## src/rtl/ws2812_chain_driver.sv

```systemverilog
// WS2812 serial driver for a chain of NUM_LEDS pixels: write-port pixel buffer,
// global brightness scaling, and a start/busy/done frame handshake.
module ws2812_chain_driver #(
    parameter  int unsigned NUM_LEDS = 7,
    parameter  int unsigned T0H_CYC  = 4,
    parameter  int unsigned T1H_CYC  = 8,
    parameter  int unsigned TBIT_CYC = 15,
    parameter  int unsigned TRST_CYC = 960,
    localparam int unsigned ADDR_W   = (NUM_LEDS > 1) ? $clog2(NUM_LEDS) : 1
) (
    input  logic              clk,
    input  logic              rst,
    input  logic              wr_en,
    input  logic [ADDR_W-1:0] wr_addr,
    input  logic [23:0]       wr_rgb,
    input  logic [7:0]        bright,
    input  logic              start,
    output logic              busy,
    output logic              done,
    output logic              ws
);

    localparam int unsigned CYC_W = $clog2(TBIT_CYC + 1);
    localparam int unsigned LAT_W = $clog2(TRST_CYC + 1);

    typedef enum logic [1:0] {
        ST_IDLE,
        ST_LOAD,
        ST_BIT,
        ST_LATCH
    } state_t;

    state_t             state, state_n;
    logic [23:0]        pix_buf [NUM_LEDS];
    logic [23:0]        sh;
    logic [CYC_W-1:0]   cyc_cnt;
    logic [4:0]         bit_cnt;
    logic [ADDR_W-1:0]  pix_cnt;
    logic [LAT_W-1:0]   lat_cnt;

    logic               cyc_last, bit_last, pix_last, lat_last;
    logic [CYC_W-1:0]   thigh;
    logic [ADDR_W-1:0]  fetch_idx;
    logic [23:0]        fetch_pix;
    logic [23:0]        fetch_word;

    function automatic logic [7:0] scale8(input logic [7:0] c, input logic [7:0] b);
        logic [15:0] p;
        p = 16'(c) * (16'(b) + 16'd1);
        return p[15:8];
    endfunction

    assign cyc_last = (cyc_cnt == CYC_W'(TBIT_CYC - 1));
    assign bit_last = (bit_cnt == 5'd23);
    assign pix_last = (pix_cnt == ADDR_W'(NUM_LEDS - 1));
    assign lat_last = (lat_cnt == LAT_W'(TRST_CYC - 1));
    assign thigh    = sh[23] ? CYC_W'(T1H_CYC) : CYC_W'(T0H_CYC);

    // Fetch index is pixel 0 in LOAD, otherwise the pixel following the one on the wire
    assign fetch_idx  = (state == ST_BIT && !pix_last) ? pix_cnt + ADDR_W'(1) : '0;
    assign fetch_pix  = pix_buf[fetch_idx];
    assign fetch_word = {scale8(fetch_pix[15:8],  bright),
                         scale8(fetch_pix[23:16], bright),
                         scale8(fetch_pix[7:0],   bright)};

    always_ff @(posedge clk or posedge rst) begin
        if (rst) state <= ST_IDLE;
        else     state <= state_n;
    end

    always_comb begin
        state_n = state;
        busy    = 1'b1;
        ws      = 1'b0;
        case (state)
            ST_IDLE: begin
                busy = 1'b0;
                if (start) state_n = ST_LOAD;
            end
            ST_LOAD: state_n = ST_BIT;
            ST_BIT: begin
                ws = (cyc_cnt < thigh);
                if (cyc_last && bit_last && pix_last) state_n = ST_LATCH;
            end
            ST_LATCH: begin
                if (lat_last) state_n = ST_IDLE;
            end
            default: state_n = ST_IDLE;
        endcase
    end

    always_ff @(posedge clk or posedge rst) begin
        if (rst) begin
            for (int unsigned i = 0; i < NUM_LEDS; i++) pix_buf[i] <= '0;
        end else if (wr_en && (32'(wr_addr) < NUM_LEDS)) begin
            pix_buf[wr_addr] <= wr_rgb;
        end
    end

    always_ff @(posedge clk or posedge rst) begin
        if (rst) begin
            sh      <= '0;
            cyc_cnt <= '0;
            bit_cnt <= '0;
            pix_cnt <= '0;
            lat_cnt <= '0;
            done    <= 1'b0;
        end else begin
            done <= (state == ST_LATCH) && lat_last;
            case (state)
                ST_LOAD: begin
                    sh      <= fetch_word;
                    cyc_cnt <= '0;
                    bit_cnt <= '0;
                    pix_cnt <= '0;
                end
                ST_BIT: begin
                    if (!cyc_last) begin
                        cyc_cnt <= cyc_cnt + CYC_W'(1);
                    end else begin
                        cyc_cnt <= '0;
                        if (!bit_last) begin
                            bit_cnt <= bit_cnt + 5'd1;
                            sh      <= {sh[22:0], 1'b0};
                        end else begin
                            bit_cnt <= '0;
                            if (!pix_last) begin
                                pix_cnt <= pix_cnt + ADDR_W'(1);
                                sh      <= fetch_word;
                            end
                        end
                    end
                end
                ST_LATCH: begin
                    lat_cnt <= lat_last ? '0 : lat_cnt + LAT_W'(1);
                end
                default: begin
                    cyc_cnt <= '0;
                    bit_cnt <= '0;
                    pix_cnt <= '0;
                    lat_cnt <= '0;
                end
            endcase
        end
    end

endmodule

```

## config.mk

```make
export PLATFORM = sky130hd
export DESIGN_NAME = ws2812_chain_driver
export DESIGN_NICKNAME = d
export VERILOG_FILES = /design/src/rtl/ws2812_chain_driver.sv
export SDC_FILE = /design/constraint.sdc
export NUM_CORES = 1
export LEC_CHECK = 0
export ABC_CLOCK_PERIOD_IN_PS = 6750
export BUFFER_PORTS_ARGS = -buffer_cell sky130_fd_sc_hd__buf_4
export CAP_MARGIN = 20
export CORE_MARGIN = 2
export CORE_UTILIZATION = 50
export DETAILED_ROUTE_END_ITERATION = 7
export HOLD_SLACK_MARGIN = 0.05
export PLACE_DENSITY = 0.68
export SYNTH_ARGS = -nofsm -noshare
export SYNTH_HDL_FRONTEND = slang
export SYNTH_SLANG_ARGS = --single-unit
```

## constraint.sdc

```tcl
create_clock -name clk -period 6.75 [get_ports clk]
set_input_delay 0.3375 -clock clk [delete_from_list [all_inputs] [get_ports clk]]
set_output_delay 0.3375 -clock clk [all_outputs]
set_load 0.005 [all_outputs]
```

==> results of run 1 <==
## kinds of logic after synthesis
group                    Yosys count  synth area share, %
XOR/XNOR                          35                 1.85
multiplexers                     194                 13.0
AND/OR/NAND/NOR                  458                 13.4
AO/OA/AOI/OAI                    249                 10.4
flip-flops                       217                 32.8
buffers and inverters            245                 5.87
adder cells (fa/ha/maj)          228                 22.7
## state kept, by name, indices dropped and copies added, names as in the netlist
signal / flops
cyc_cnt: 4
lat_cnt: 10
bit_cnt: 5
state: 2
pix_buf: 168
pix_cnt: 3
sh: 24
done: 1
## what timing repair did
item,CTS,global route
setup endpoints to repair,0,15
gates resized for setup,0,7
hold buffers,11,0
endpoints found under the hold margin,150,0
## how the worst max path moves through the flow
stage / startpoint / end / slack [ns] / depth (start not counted)
after CTS: state[0] / sh[4] / 0.12 / 24
final: state[0] / sh[21] / 0.32 / 23
after global routing: state[0] / sh[13] / -0.001 / 25
after floorplan: pix_cnt[0] / sh[5] / 0.24 / 29
after detailed placement: state[0] / sh[4] / 0.21 / 23
after global placement: state[0] / sh[5] / 0.29 / 23
## per-stage QoR
stage	setup TNS [ns]	power [W]	setup slack [ns]	util [%]	cell area, sq um
global placement	0	0.00517	0.294	54.1	17700
finish	0	0.00684	0.324	57.5	18700
CTS	0	0.00685	0.122	57.4	18700
detailed placement	0	0.00527	0.211	54.1	17700
global route	-0.00145	0.00746	-0.00145	57.5	18700
floorplan	0	0.00440	0.237	-	16600
## layer usage
layer | wire length (um) | up-vias
met5 | 0 | -
met4 | 1290 | 0
met3 | 2160 | 79
met2 | 20100 | 339
met1 | 18500 | 6267
li1 | - | 5671
## power by group through the flow
stage | sequential (W) | combinational, W | clock [W]
finish | 0.00165 | 0.00365 | 0.00154
CTS | 0.00165 | 0.00364 | 0.00157
floorplan | 0.00163 | 0.00278 | 0
global placement | 0.00166 | 0.00351 | 0
global route | 0.00168 | 0.00417 | 0.00162
detailed placement | 0.00167 | 0.00360 | 0
## cells in the final DEF, fill, tap and decap left out, drive strengths merged, types with 8 or more instances in the layout
master / count
a21o: 23
a21oi: 36
a22oi: 30
a311oi: 11
a31oi: 9
and3: 26
and3b: 8
buf: 106
clkbuf: 35
clkinv: 8
dfrtp: 217
dlygate4sd3: 11
fa: 120
ha: 108
inv: 165
mux2: 171
mux2i: 23
nand2: 68
nand2b: 9
nand3: 45
nor2: 191
nor2b: 12
nor3: 18
o21ai: 81
o221ai: 16
o31ai: 12
or2: 48
xnor2: 22
xor2: 13
## cell type report
class / instances / area [sq um] / share of cell area, %
well taps: 442 / 553 / 2.95
clock buffers: 35 / 754 / 4.02
clock inverters: 13 / 200 / 1.07
inverters: 165 / 627 / 3.34
repair buffers: 117 / 938 / 5.01
multi-input cells: 1164 / 10200 / 54.6
flip-flops and latches: 217 / 5430 / 29.0
## worst max-delay path, cell delays in order (launching register included)
cell and delay, ns:
dfrtp_1 0.40, inv_1 0.11, ha_2 0.28, buf_6 0.23, and3b_1 0.20, buf_4 0.25, a22oi_1 0.12, o21ai_0 0.24
o21ai_1 0.18, or2_2 0.33, fa_1 0.52, fa_1 0.54, inv_1 0.05, fa_1 0.54, fa_1 0.43, ha_1 0.34
a21o_1 0.19, a21o_1 0.16, a221o_1 0.37, nor3_1 0.16, o31ai_1 0.12, a31oi_1 0.22, xor2_1 0.17, o22ai_1 0.09
==> impl_metrics.toml, run 1 <==
[place]
port_buffers = 41
dpl.hpwl_mm = 29.4
place_inst = 2094
place_congestion = 0.879

[floorplan]
die_h_um = 186
pin_count = 42
rows = 66
dieArea_sq_um = 34600
die_w_um = 186
coreArea_sq_um = 32600
start_util_pct = 50.8

[power]
power_density_nw_per_um2 = 365
swShare_pct = 40.4
power.internal_w = 0.00408
ir_worst_vdd_mv = 0.260
seqPwrFrac_pct = 24.2
power_switching_w = 0.00276
pwr-share-comb_pct = 53.3
pwr-share-clk_pct = 22.5
power.leakage_nw = 9.08

[sta]
drv_slew = 0
fmax_ghz = 0.156
final.min_clock_period_ns = 6.43
skew_ns = 0.0259
hold_violations = 0
worst_slew_pin_slew_ns = 1.08
hold_ws_ns = 0.0677
slew_headroom_pct = 27.3
period_share_pct = 95.2
finalSetupViolCount = 0

[clocking]
cts_root_buf = "clkbuf_16"
cts.sinks = 217
tritoncts = "done"
clkTransAtPathRegs_ns = 0.06
h-tree-depth = 1
numCtsBuffers = 26
clk_latency_ns = 0.57
clk_path_buf_depth = 3
cts_setup_buffers = 0

[synthesis]
synth_nets = 1893
yosys.area.top_type_share_pct = 32.8
yosysMostFrequentCell = "dfrtp_1"
yosysTopAreaCell = "dfrtp_1"
synth_edf_count = 0
ys.flop_type = "dfrtp_1"
avgSynthCellArea_sq_um = 10.2
synthTopCellsByCount = "dfrtp_1, nor2_1, mux2_2"
synthDistinctLibCells = 65
synth_seq_cells = 217
ys_async_sr_fraction_pct = 100
synth_cells = 1626
yosysWarningCount = 0
synth_area_sq_um = 16600
synth_area_leaders = "dfrtp_1, fa_1, mux2_2, ha_1, nor2_1"
seq_area_frac_synth_pct = 32.8

[grt]
antenna_found_initial = 0
use_met1_pct = 34.3
use_met2_pct = 42.4
overflow = 0
grt_max_degree = 136
grt_pass1_vias = 12900
busiest_layer = "met2"
grtUsageMet3_pct = 3.97
grt_use_total_pct = 25.5
grt_pass1_wl_mm = 69.3

[worst_setup_path]
timing.rr.end = "sh[21]"
r2r-start = "state[0]"
critPathKind = "reg2reg"
required_ns = 7.15
rrSetupSlack_ns = 0.32
worstPathArrival_ns = 6.83
cp-start-kind = "flop"
reg2regPathDepth = 23
crit_fanout = 24
critPathCaptureType = "flop"

[final_layout]
synthToLayoutAreaGrowth_pct = 13.2
nets = 1958
num-fill-cells = 2825
antennaDiodeCount = 0
drive_gt1_share_pct = 23.8
fin_cells = 2153

[drt]
drtPass1Iterations = 5
drc = 0
vias_per_cell = 5.74
wl_mm = 42.0
vias = 12400
antenna_left = 0
routedWlPerCell_um = 19.5
drt_iter0_markers = 670

[worst_hold_path]
min_from = "wr_rgb[18]"
whs_endpoint = "pix_buf[90]"
min_path_type = "in2reg"
whs_path_depth = 2

[flow_run]
max_cap_violations = 0

[status]
status = "finished, final reports clean"
Power figures use the tool's default switching activity.
==> run 2: changes to the inputs <==
ABC_CLOCK_PERIOD_IN_PS = unset   (was 6750)
GPL_TIMING_DRIVEN = 0   (was unset)
MAX_ROUTING_LAYER = met4   (was unset)
==> run 2 against run 1 <==
- fmax decreased by 2.3%
- global-route usage increased by 1.5 points
- worst setup slack worse by 0.15 ns
- total power increased by 3.0%
- via count grew 3.8%
- clock skew is 0.010 ns lower
- sequential power hardly changed
- highest routed layer unchanged
==> impl_metrics.toml, run 2 (synthesis results as in run 1) <==
[status]
status = "finished, final reports clean"

[drt]
antenna_left = 0
vias_per_cell = 5.82
drc = 0
wl_mm = 44.6
vias = 12800
drt_iter0_markers = 796
routedWlPerCell_um = 20.2
drtPass1Iterations = 5

[final_layout]
nets = 2013
top_regs = "pix_buf x168, sh x24, lat_cnt x10"
antennaDiodeCount = 0
multiInputGateArea_sq_um = 10600
drive_gt1_share_pct = 26.7
stdcell_area_sq_um = 19400
max_flop_register = "pix_buf"
regArea_sq_um = 5430
layout_common_cells = "dfrtp_1, nor2_1, mux2_2"
num-fill-cells = 2687
final_common_cell = "dfrtp_1"
largest_reg_flops = 168
fin_util_pct = 59.5
synthToLayoutAreaGrowth_pct = 17.2

[grt]
antenna_found_initial = 0
grt_use_total_pct = 27.1
overflow = 0
grt_pass1_vias = 13200
grt_pass1_wl_mm = 70.1
grt_max_degree = 123

[sta]
hold_violations = 0
drv_slew = 0
rsz0062_at_grt = "yes"
slew_headroom_pct = 27.3
finalSetupViolCount = 0
skew_ns = 0.0159
fmax_ghz = 0.152
layout_setup_ws_ns = 0.175
final.min_clock_period_ns = 6.57
worst_slew_pin_slew_ns = 1.09
period_share_pct = 97.4

[worst_hold_path]
min_path_type = "in2reg"

[worst_setup_path]
worstPathArrival_ns = 6.93
required_ns = 7.11
cpMostUsedCell = "fa_1"
critPathKind = "reg2reg"
cp_cell_sequence = "buf_6 -> inv_1 -> ha_4 -> and3b_1 -> clkbuf_8 -> a22oi_1 -> o21ai_0 -> o21ai_4 -> or2_2 -> fa_1 -> fa_1 -> inv_1 -> fa_1 -> fa_1 -> ha_4 -> a21o_1 -> a21o_1 -> a221o_1 -> inv_1 -> o31ai_2 -> a311oi_2 -> xnor2_1 -> o221ai_1"
cp-start-kind = "flop"
crit_fanout = 10
critPathCaptureType = "flop"
max_stage_delay_ns = 0.54
slowest_stage = "fa_1"

[floorplan]
rows = 66
die_h_um = 186
start_util_pct = 50.8
pin_count = 42
dieArea_sq_um = 34600
die_w_um = 186
coreArea_sq_um = 32600

[clocking]
numCtsBuffers = 24
clk_latency_ns = 0.52
clk_path_buf_depth = 3
tritoncts = "done"
cts_root_buf = "clkbuf_16"
clkTransAtPathRegs_ns = 0.06
cts.sinks = 217
h-tree-depth = 1

[power]
power_density_nw_per_um2 = 363
total_power_w = 0.00705
power.leakage_nw = 9.25
ir_worst_vdd_mv = 0.261

[place]
dp_slack_ns = -1.43
dpl.hpwl_mm = 31.6
dpl_cell_area_sq_um = 17500
port_buffers = 39
place_congestion = 0.890

[flow_run]
max_cap_violations = 0
[run 2: path summary, 6_finish.rpt]
| check | start | end | slack, ns | cells after the start |
|---|---|---|---|---|
| max | pix_cnt[0] | sh[23] | 0.18 | 23 |
| min | wr_rgb[19] | pix_buf[43] | 0.1 | 2 |
| max reg2reg | pix_cnt[0] | sh[23] | 0.18 | 23 |
| min reg2reg | sh[3] | sh[3] | 0.48 | 2 |
| max in group asynchronous | rst | sh[8] | 5.20 | 4 |
| min in group asynchronous | rst | pix_buf[67] | 0.55 | 3 |
[run 2: layout make-up]
type                    count  share of cell area, %
clock inverters            10                  0.761
inverters                 165                   3.23
multi-input cells        1164                   54.8
flip-flops and latches    217                   28.0
clock buffers              33                   3.69
repair buffers             97                   4.05
plain buffers              77                   2.62
well taps                 442                   2.85
[run 2: timing repair]
item                       CTS  global route
hold buffers                 1             0
pin swaps                    9            19
gates cloned                 0             2
hold endpoints to repair    74             0
setup endpoints to repair   24            19
setup buffers               18            34
gates resized for setup    101            66
[run 2: layer usage]
layer | share of wire (%) | wire (um) | GRT usage (%) | up-vias
met2 | 49 | 21700 | 44.5 | 417
met3 | 6.2 | 2780 | 4.58 | 87
li1 | - | - | - | 5779
met4 | 3.6 | 1620 | 10.5 | 0
met5 | 0 | 0 | - | -
met1 | 41 | 18500 | 33.5 | 6541
[run 2: per-stage QoR]
stage,instances,setup TNS [ns],hold WS (ns)
6_report,2205,0,0.0983
3_5_place_dp,2110,-23.55,0.461
4_1_cts,2171,0,0.0870
2_1_floorplan,1626,0,0.441
5_1_grt,2205,-0.0850,0.0920
3_3_place_gp,2107,-436.99,0.456
[run 2: report_power, final]
part           internal, W  leakage [nW]  switching, W
logic              0.00169          6.16       0.00230
registers          0.00153          2.67      0.000125
clock network     0.000860         0.421      0.000548
[run 2: worst max-delay path: cells and delay by family (launching register included)]
kind            cells  cell delay [ns]
compound gates      9             1.91
simple gates        2             0.86
xor+xnor            1             0.16
fa+ha+maj           6             2.43
flops               1             0.39
buf+inv             5             0.67
